File: src/rtl/core_clk_pkg.sv
// Shared types and default timing constants for the core clock/reset controller.
package core_clk_pkg;

  typedef enum logic [1:0] {
    RESET = 2'd0,
    RUN   = 2'd1,
    HALT  = 2'd2
  } clk_state_t;

  localparam int DEF_RST_HOLD = 2**25;
  localparam int DEF_DEBOUNCE = 500000;

endpackage

File: src/rtl/key_debouncer.sv
// Two-flop synchroniser plus stability counter for an active-low push-button.
// Emits the debounced level and a one-cycle pulse on each accepted press.
module key_debouncer
  import core_clk_pkg::*;
#(
  parameter int DEBOUNCE = DEF_DEBOUNCE
) (
  input  logic clk,
  input  logic rst,
  input  logic key_n,
  output logic level,
  output logic press
);

  localparam int CW = (DEBOUNCE > 1) ? $clog2(DEBOUNCE + 1) : 1;

  logic [1:0]    sync;
  logic [CW-1:0] cnt;

  // A new level is taken only after DEBOUNCE consecutive samples disagree with it.
  always_ff @(posedge clk or posedge rst) begin
    if (rst) begin
      sync  <= 2'b11;
      cnt   <= '0;
      level <= 1'b1;
      press <= 1'b0;
    end else begin
      sync  <= {sync[0], key_n};
      press <= 1'b0;
      if (sync[1] == level) begin
        cnt <= '0;
      end else if (cnt == CW'(DEBOUNCE - 1)) begin
        cnt   <= '0;
        level <= sync[1];
        press <= ~sync[1];
      end else begin
        cnt <= cnt + 1'b1;
      end
    end
  end

endmodule

File: src/rtl/core_clock_ctrl.sv
// Single-domain clock-enable and reset controller for the CPU core: divided
// run strobe, stretched reset, debounced single-step and sticky breakpoint halt.
module core_clock_ctrl
  import core_clk_pkg::*;
#(
  parameter int DIV_W       = 8,
  parameter int RST_HOLD    = DEF_RST_HOLD,
  parameter int DEBOUNCE    = DEF_DEBOUNCE,
  parameter int NUM_RST_SRC = 2,
  parameter int CNT_W       = 16
) (
  input  logic                   clk50,
  input  logic                   rst,
  input  logic [NUM_RST_SRC-1:0] rst_req,
  input  logic                   run_en,
  input  logic [DIV_W-1:0]       div,
  input  logic                   step_key_n,
  input  logic                   brk,
  input  logic                   resume,
  output logic                   core_en,
  output logic                   core_rst,
  output logic                   halted,
  output logic [CNT_W-1:0]       tick_count
);

  localparam int HOLD_W = $clog2(RST_HOLD + 1);

  clk_state_t        state, state_nxt;
  logic [HOLD_W-1:0] hold_cnt;
  logic [DIV_W-1:0]  div_cnt, div_cnt_nxt;
  logic              brk_latched, brk_nxt;
  logic              en_nxt;
  logic              src;
  logic              key_level, key_press, step_req;

  key_debouncer #(.DEBOUNCE(DEBOUNCE)) u_step (
    .clk   (clk50),
    .rst   (rst),
    .key_n (step_key_n),
    .level (key_level),
    .press (key_press)
  );

  assign src      = |rst_req;
  // Press pulse is honoured only while the filtered key still reads pressed.
  assign step_req = key_press & ~key_level;

  always_ff @(posedge clk50 or posedge rst) begin
    if (rst) state <= RESET;
    else     state <= state_nxt;
  end

  always_comb begin
    state_nxt = state;
    case (state)
      RESET:   if (hold_cnt == '0) state_nxt = run_en ? RUN : HALT;
      RUN:     if (brk || !run_en) state_nxt = HALT;
      HALT:    if (run_en && !brk_nxt) state_nxt = RUN;
      default: state_nxt = RESET;
    endcase
    if (src) state_nxt = RESET;
  end

  // brk outranks both the divider match and a same-cycle resume.
  always_comb begin
    en_nxt      = 1'b0;
    div_cnt_nxt = '0;
    brk_nxt     = 1'b0;
    case (state)
      RUN: begin
        brk_nxt = brk;
        if (div_cnt >= div) en_nxt = ~brk & run_en;
        else                div_cnt_nxt = div_cnt + 1'b1;
      end
      HALT: begin
        brk_nxt = brk | (brk_latched & ~resume);
        en_nxt  = step_req;
      end
      default: ;
    endcase
    if (src) en_nxt = 1'b0;
  end

  always_ff @(posedge clk50 or posedge rst) begin
    if (rst) begin
      hold_cnt    <= HOLD_W'(RST_HOLD);
      div_cnt     <= '0;
      brk_latched <= 1'b0;
      core_en     <= 1'b0;
      core_rst    <= 1'b1;
      halted      <= 1'b0;
      tick_count  <= '0;
    end else begin
      if (src)                 hold_cnt <= HOLD_W'(RST_HOLD);
      else if (hold_cnt != '0) hold_cnt <= hold_cnt - 1'b1;
      div_cnt     <= div_cnt_nxt;
      brk_latched <= brk_nxt;
      core_en     <= en_nxt;
      core_rst    <= (state_nxt == RESET);
      halted      <= (state_nxt == HALT);
      if (state_nxt == RESET) tick_count <= '0;
      else if (en_nxt)        tick_count <= tick_count + 1'b1;
    end
  end

endmodule

File: config.mk
export PLATFORM = sky130hd
export DESIGN_NAME = core_clock_ctrl
export DESIGN_NICKNAME = d
export VERILOG_FILES = /design/src/rtl/core_clk_pkg.sv /design/src/rtl/key_debouncer.sv /design/src/rtl/core_clock_ctrl.sv
export SDC_FILE = /design/constraint.sdc
export NUM_CORES = 1
export LEC_CHECK = 0
export BUFFER_PORTS_ARGS = -buffer_cell sky130_fd_sc_hd__buf_2
export CORE_MARGIN = 4
export CORE_UTILIZATION = 40
export CTS_BUF_LIST = sky130_fd_sc_hd__clkbuf_8
export DETAILED_ROUTE_END_ITERATION = 8
export GPL_TIMING_DRIVEN = 1
export PLACE_DENSITY_LB_ADDON = 0.05
export RECOVER_POWER = 25
export SLEW_MARGIN = 15
export SYNTH_ARGS = -nofsm -noshare
export SYNTH_HDL_FRONTEND = slang
export SYNTH_SLANG_ARGS = --single-unit
export TNS_END_PERCENT = 10
File: constraint.sdc
create_clock -name clk50 -period 2.6 [get_ports clk50]
set_input_delay 0.26 -clock clk50 [delete_from_list [all_inputs] [get_ports clk50]]
set_output_delay 0.26 -clock clk50 [all_outputs]
set_load 0.02 [all_outputs]
==> flow_metrics.env, run 1 <==
export IMPL_slowest_stage="dfrtp_1"
export IMPL_ys_seq_area_frac=0.470
export IMPL_dr_pass1_iters=4
export IMPL_fin_area_um2=4880
export IMPL_clockBufferDepth=2
export IMPL_hold_slack_ns=0.216
export IMPL_drt_initial_drc_count=202
export IMPL_yosys_register_bits=79
export IMPL_crit_buf_inv=1
export IMPL_cp_max_fo=16
export IMPL_synth_cell_types=52
export IMPL_final_nets=518
export IMPL_cp_end_kind="register"
export IMPL_clk_pin_slew_ns=0.09
export IMPL_post_cts_setup_buffer_count=0
export IMPL_ir_drop_v=0.000250
export IMPL_path_cells="nor4_2 > nand4_1 > or3_1 > mux2_4 > a221oi_4 > buf_12 > a21oi_1"
export IMPL_cts_tree="yes"
export IMPL_seqCellArea_um2=1980
export IMPL_yosysWarnings=0
export IMPL_die_h_um=111
export IMPL_crit_type="reg2reg"
export IMPL_track_usage=0.145
export IMPL_run_status="complete, but fails checks"
export IMPL_period_share=0.929
export IMPL_maxCapViolCount=1
export IMPL_drtAntennaViolNets=0
export IMPL_wire_per_inst_um=13.6
export IMPL_finalHoldViolCount=0
export IMPL_slew_limit_headroom=-0.0554
export IMPL_power_leakage_nw=2.17
export IMPL_failed_checks="max-capacitance violations, max-slew violations"
export IMPL_place_area_um2=4670
export IMPL_layout_drive_gt1_share=0.180
export IMPL_slew_viol_final=33
export IMPL_synth_area_per_cell_um2=9.82
export IMPL_slowest_delay_ns=0.45
export IMPL_arrival_ns=2.64
export IMPL_fin_worst_skew_ns=0.0144
export IMPL_place_congestion=0.785
export IMPL_netlist_instances=430
export IMPL_synthFlopType="dfrtp_1"
export IMPL_io_pins=35
export IMPL_fin_tns_setup_ns=0
export IMPL_place_hpwl_um=5950
export IMPL_htreeDepth=3
export IMPL_num_vias=3161
export IMPL_areaGrowthSynthToFinish_pct=15.6
export IMPL_async_flop_share=1.00
export IMPL_syn_num_nets=463
export IMPL_cp_start_kind="register"
export IMPL_finalCriticalPeriod_ns=2.42
export IMPL_first_global_vias=3090
export IMPL_place_inst=608
export IMPL_clkSinkCount=79
export IMPL_syn_area_um2=4220
export IMPL_drc=0
export IMPL_synth_edf_count=0
export IMPL_core_area_um2=10300
export IMPL_layout_commonest_cell="dfrtp_1"
export IMPL_port_buffers=34
export IMPL_critPathRequiredTime_ns=2.82
export IMPL_multi_input_area_um2=2130
export IMPL_grt_overflow_total=0
export IMPL_cts_made_buffers=9
export IMPL_rsz0062_at_grt="yes"
export IMPL_p_total_mw=2.66
export IMPL_setup_ws_ns=0.184
export IMPL_grt_pass1_wl_um=14800
export IMPL_cts_root_buf="clkbuf_8"
export IMPL_place_worst_setup_slack_ns=0.0488
export IMPL_fp_dieArea_um2=12300
export IMPL_power_density_nw_per_um2=544
export IMPL_start_util=0.409
export IMPL_critPathTopFamily="simple AND/OR/NAND/NOR gates"
export IMPL_fillers=986
export IMPL_routed_via_density=5.05
export IMPL_max_slew_worst_pin_slew_ns=1.57
export IMPL_wl_um=8510
export IMPL_utilization=0.473
export IMPL_clk_latency_ns=0.34
export IMPL_hold_class="in2reg"
export IMPL_antenna_found_initial=0
export IMPL_fin_cells=626
export IMPL_diodes=0
export IMPL_fp_row_count=37
export IMPL_grt_max_degree=48
export IMPL_setup_viol=0
export IMPL_layout_common_cells="74 x dfrtp_1, 64 x nor2_1, 31 x xor2_1"
export IMPL_die_width_um=111
export IMPL_fmax_ghz=0.414
## path summary, 6_finish.rpt
path                       slack [ns]              to  cells past startpoint           start
max                              0.18  tick_count[11]                      7    hold_cnt[21]
min                              0.22     brk_latched                      3             brk
max reg2reg                      0.18  tick_count[11]                      7    hold_cnt[21]
min reg2reg                      0.36  u_step.sync[1]                      0  u_step.sync[0]
max in group asynchronous        0.86    hold_cnt[25]                      4             rst
min in group asynchronous        0.83      div_cnt[7]                      3             rst
## worst reg2reg max path, stage by stage (launching register included)
cell,delay [ns]
dfrtp_1,0.45
nor4_2,0.38
nand4_1,0.16
or3_1,0.43
mux2_4,0.35
a221oi_4,0.26
buf_12,0.20
a21oi_1,0.05
## power by group
part | switching (mW) | leakage, nW | total, mW | internal, mW
Sequential | 0.0652 | 1.08 | 1.34 | 1.28
Clock | 0.440 | 0.0996 | 0.859 | 0.419
Combinational | 0.249 | 0.995 | 0.453 | 0.204
Total | 0.754 | 2.17 | 2.66 | 1.90
## synthesized netlist by cell type, drive strengths merged, types with 3 or more instances
master | n | share of area
xnor2 | 17 | 0.035
nand2 | 31 | 0.028
nand4 | 12 | 0.018
o31ai | 6 | 0.011
nand3 | 22 | 0.026
and3b | 3 | 0.0062
and3 | 4 | 0.0059
nor3 | 12 | 0.014
buf | 3 | 0.0062
o21ai | 15 | 0.018
nor4 | 11 | 0.030
or3 | 7 | 0.010
nor4b | 3 | 0.0062
dfstp | 5 | 0.031
nor2 | 70 | 0.066
dfrtp | 74 | 0.44
or4 | 5 | 0.0089
and4 | 5 | 0.010
a31oi | 3 | 0.0044
clkbuf | 6 | 0.0053
nand3b | 3 | 0.0053
a21oi | 17 | 0.023
inv | 20 | 0.018
xor2 | 31 | 0.064
ha | 17 | 0.050
## repair_timing
action | 4_1_cts | 5_1_grt
hold buffers | 2 | 0
resized for setup | 0 | 4
setup endpoints to repair | 0 | 17
endpoints found under the hold margin | 30 | 0
## routing by layer
layer | vias up | part of all wire | track usage
met5 | - | 0 | 0
met2 | 28 | 0.48 | 0.239
met1 | 1513 | 0.49 | 0.188
met3 | 6 | 0.024 | 0.0257
li1 | 1614 | - | -
met4 | 0 | 0.012 | 0.0567
## area by class of cell
type / count / area share
tap: 136 / 0.0348
clock inverter: 4 / 0.00436
timing repair buffer: 53 / 0.0682
sequential: 79 / 0.406
inverter: 20 / 0.0156
multi-input combinational: 322 / 0.437
clock buffer: 12 / 0.0338
## cells by family (layout without fill, tap and decap cells)
logic type / Yosys count / after routing / share of synthesized area
buffers and inverters: 29 / 89 / 0.0293
muxes: 4 / 4 / 0.0110
DFF: 79 / 79 / 0.470
AOI/OAI and AO/OA: 56 / 56 / 0.0904
xor gates and xnor gates: 48 / 48 / 0.0996
adders and majority gates: 17 / 17 / 0.0504
and+or+nand+nor: 197 / 197 / 0.250
## registers in the layout, summed over array words and instances, names as in the netlist
name and cells:
u_step.sync 2, brk_latched 1, core_rst 1, div_cnt 8, state 2, core_en 1, halted 1, u_step.level 1
hold_cnt 26, u_step.cnt 19, u_step.press 1, tick_count 16
Power figures use the tool's default switching activity.
==> run 2: changes to the inputs <==
--- a/config.mk
+++ b/config.mk
@@ -7,7 +7,7 @@
 export LEC_CHECK = 0
 export BUFFER_PORTS_ARGS = -buffer_cell sky130_fd_sc_hd__buf_2
 export CORE_MARGIN = 4
-export CORE_UTILIZATION = 40
+export CORE_UTILIZATION = 39
 export CTS_BUF_LIST = sky130_fd_sc_hd__clkbuf_8
 export DETAILED_ROUTE_END_ITERATION = 8
 export GPL_TIMING_DRIVEN = 1
==> constraint.sdc (replaced) <==
create_clock -name clk50 -period 3.1 [get_ports clk50]
set_input_delay 0.31 -clock clk50 [delete_from_list [all_inputs] [get_ports clk50]]
set_output_delay 0.31 -clock clk50 [all_outputs]
set_load 0.02 [all_outputs]
==> run 2 against run 1 <==
The run still ends with max-capacitance violations, max-slew violations left. Sequential power fell by 16%. Non-clock buffer count fell by 13. Cell count fell by 2.1%. Routed wire length rose by 0.42%. Worst setup slack improved by 0.12 ns. Clock power fell by 6.5%. Register-to-register slack improved by 0.12 ns. Sequential share of layout area rose by 1.0 points. Critical path type unchanged. Critical endpoint is now tick_count[10].
==> flow_metrics.env, run 2 (synthesis results as in run 1) <==
export IMPL_fin_tns_setup_ns=0
export IMPL_die_width_um=112
export IMPL_power_density_nw_per_um2=482
export IMPL_fin_worst_skew_ns=0.0157
export IMPL_maxCapViolCount=1
export IMPL_p_total_mw=2.30
export IMPL_reg2reg_to="tick_count[10]"
export IMPL_rsz0062_at_grt="no"
export IMPL_grt_pass1_wl_um=14700
export IMPL_setup_viol=0
export IMPL_slew_limit_headroom=-0.132
export IMPL_port_buffers=34
export IMPL_ctsResizeCount=0
export IMPL_clkSinkCount=79
export IMPL_layout_drive_gt1_share=0.172
export IMPL_largestRegisters="hold_cnt: 26 flops, u_step.cnt: 19 flops, tick_count: 16 flops"
export IMPL_failed_checks="max-capacitance violations, max-slew violations"
export IMPL_place_hpwl_um=6050
export IMPL_ir_drop_v=0.000275
export IMPL_arrival_ns=3.09
export IMPL_largest_register="hold_cnt"
export IMPL_max_slew_worst_pin_slew_ns=1.69
export IMPL_start_util=0.405
export IMPL_io_pins=35
export IMPL_drtAntennaViolNets=0
export IMPL_diodes=0
export IMPL_timing_rr_start="state[1]"
export IMPL_antenna_found_initial=0
export IMPL_period_share=0.901
export IMPL_drt_initial_drc_count=158
export IMPL_grt_overflow_total=0
export IMPL_hold_path_end="u_step.sync[0]"
export IMPL_htreeDepth=3
export IMPL_cts_made_buffers=9
export IMPL_fp_row_count=37
export IMPL_hold_start="step_key_n"
export IMPL_cp_start_kind="register"
export IMPL_routed_via_density=5.01
export IMPL_grt_max_degree=43
export IMPL_holdPathStages=1
export IMPL_areaGrowthSynthToFinish_pct=12.8
export IMPL_r2r_cells=8
export IMPL_wl_um=8540
export IMPL_die_h_um=112
export IMPL_num_vias=3070
export IMPL_cts_root_buf="clkbuf_8"
export IMPL_slew_viol_final=39
export IMPL_largest_register_ffs=26
export IMPL_cts_tree="yes"
export IMPL_drc=0
export IMPL_first_global_vias=3024
export IMPL_finalCriticalPeriod_ns=2.79
export IMPL_place_congestion=0.737
export IMPL_cp_end_kind="register"
export IMPL_clk_pin_slew_ns=0.08
export IMPL_hold_class="in2reg"
export IMPL_clk_latency_ns=0.37
export IMPL_finalHoldViolCount=0
export IMPL_wire_per_inst_um=13.9
export IMPL_run_status="complete, but fails checks"
export IMPL_fp_dieArea_um2=12600
export IMPL_post_cts_setup_buffer_count=0
export IMPL_track_usage=0.145
export IMPL_clockBufferDepth=2
export IMPL_critPathRequiredTime_ns=3.40
export IMPL_fmax_ghz=0.358
export IMPL_final_nets=505
export IMPL_layout_commonest_cell="dfrtp_1"
export IMPL_r2r_slack_ns=0.31
export IMPL_crit_type="reg2reg"
export IMPL_cp_max_fo=13
export IMPL_layout_common_cells="74 x dfrtp_1, 64 x nor2_1, 33 x buf_2"
export IMPL_core_area_um2=10400
export IMPL_dr_pass1_iters=4
export IMPL_ctsHoldBuffers=0
export IMPL_power_leakage_nw=2.13
-- run 2: cell types whose count changed in the layout (fill, tap and decap cells not counted), sizes merged --
cell	previous run	this run
inv	20	19
bufinv	0	1
clkbuf	20	13
dlygate4sd3	2	0
buf	43	38
clkinv	2	3
-- run 2: critical path: stages (launching register included) --
cell	delay, ns
dfrtp_1	0.43
inv_1	0.09
ha_1	0.24
and3b_1	0.22
nand3_1	0.10
nor4_1	0.50
o21ai_1	0.40
or4_1	0.59
a21oi_1	0.14
-- run 2: final cells by class --
class / count / area (um^2)
Tap cell: 136 / 170
Multi-Input combinational cell: 322 / 2120
Clock buffer: 11 / 151
Clock inverter: 5 / 56.3
Inverter: 20 / 76.3
Fill cell: 1031 / 5650
Timing Repair Buffer: 40 / 211
Sequential cell: 79 / 1980
-- run 2: worst max-delay path by stage --
stage	start	to	slack [ns]
floorplan	hold_cnt[0]	tick_count[1]	0.65
global placement	div_cnt[0]	tick_count[1]	0.44
detailed placement	state[1]	tick_count[10]	0.30
CTS	state[1]	tick_count[10]	0.27
global route	state[1]	tick_count[11]	0.007
finish	state[1]	tick_count[10]	0.31
-- run 2: routing by layer --
metal / vias to the layer above / GRT usage / share of wire
li1: 1585 / - / -
met2: 38 / 0.227 / 0.47
met1: 1441 / 0.189 / 0.48
met5: - / 0 / 0
met4: 0 / 0.0361 / 0.012
met3: 6 / 0.0561 / 0.038
-- run 2: stage by stage --
step,instances,instance area [um^2],worst slack (ns),utilization,hold WS [ns]
finish,613,4760,0.308,0.457,0.0416
global route,613,4760,0.00745,0.457,0.00683
CTS,613,4780,0.270,0.459,0.0118
detailed placement,597,4570,0.298,0.439,0.353
global placement,597,4570,0.439,0.439,0.349
floorplan,430,4220,0.649,-,0.314
-- run 2: where the power goes --
group / internal (mW) / switching [mW]
sequential: 1.07 / 0.0538
combinational: 0.163 / 0.205
clock: 0.414 / 0.389
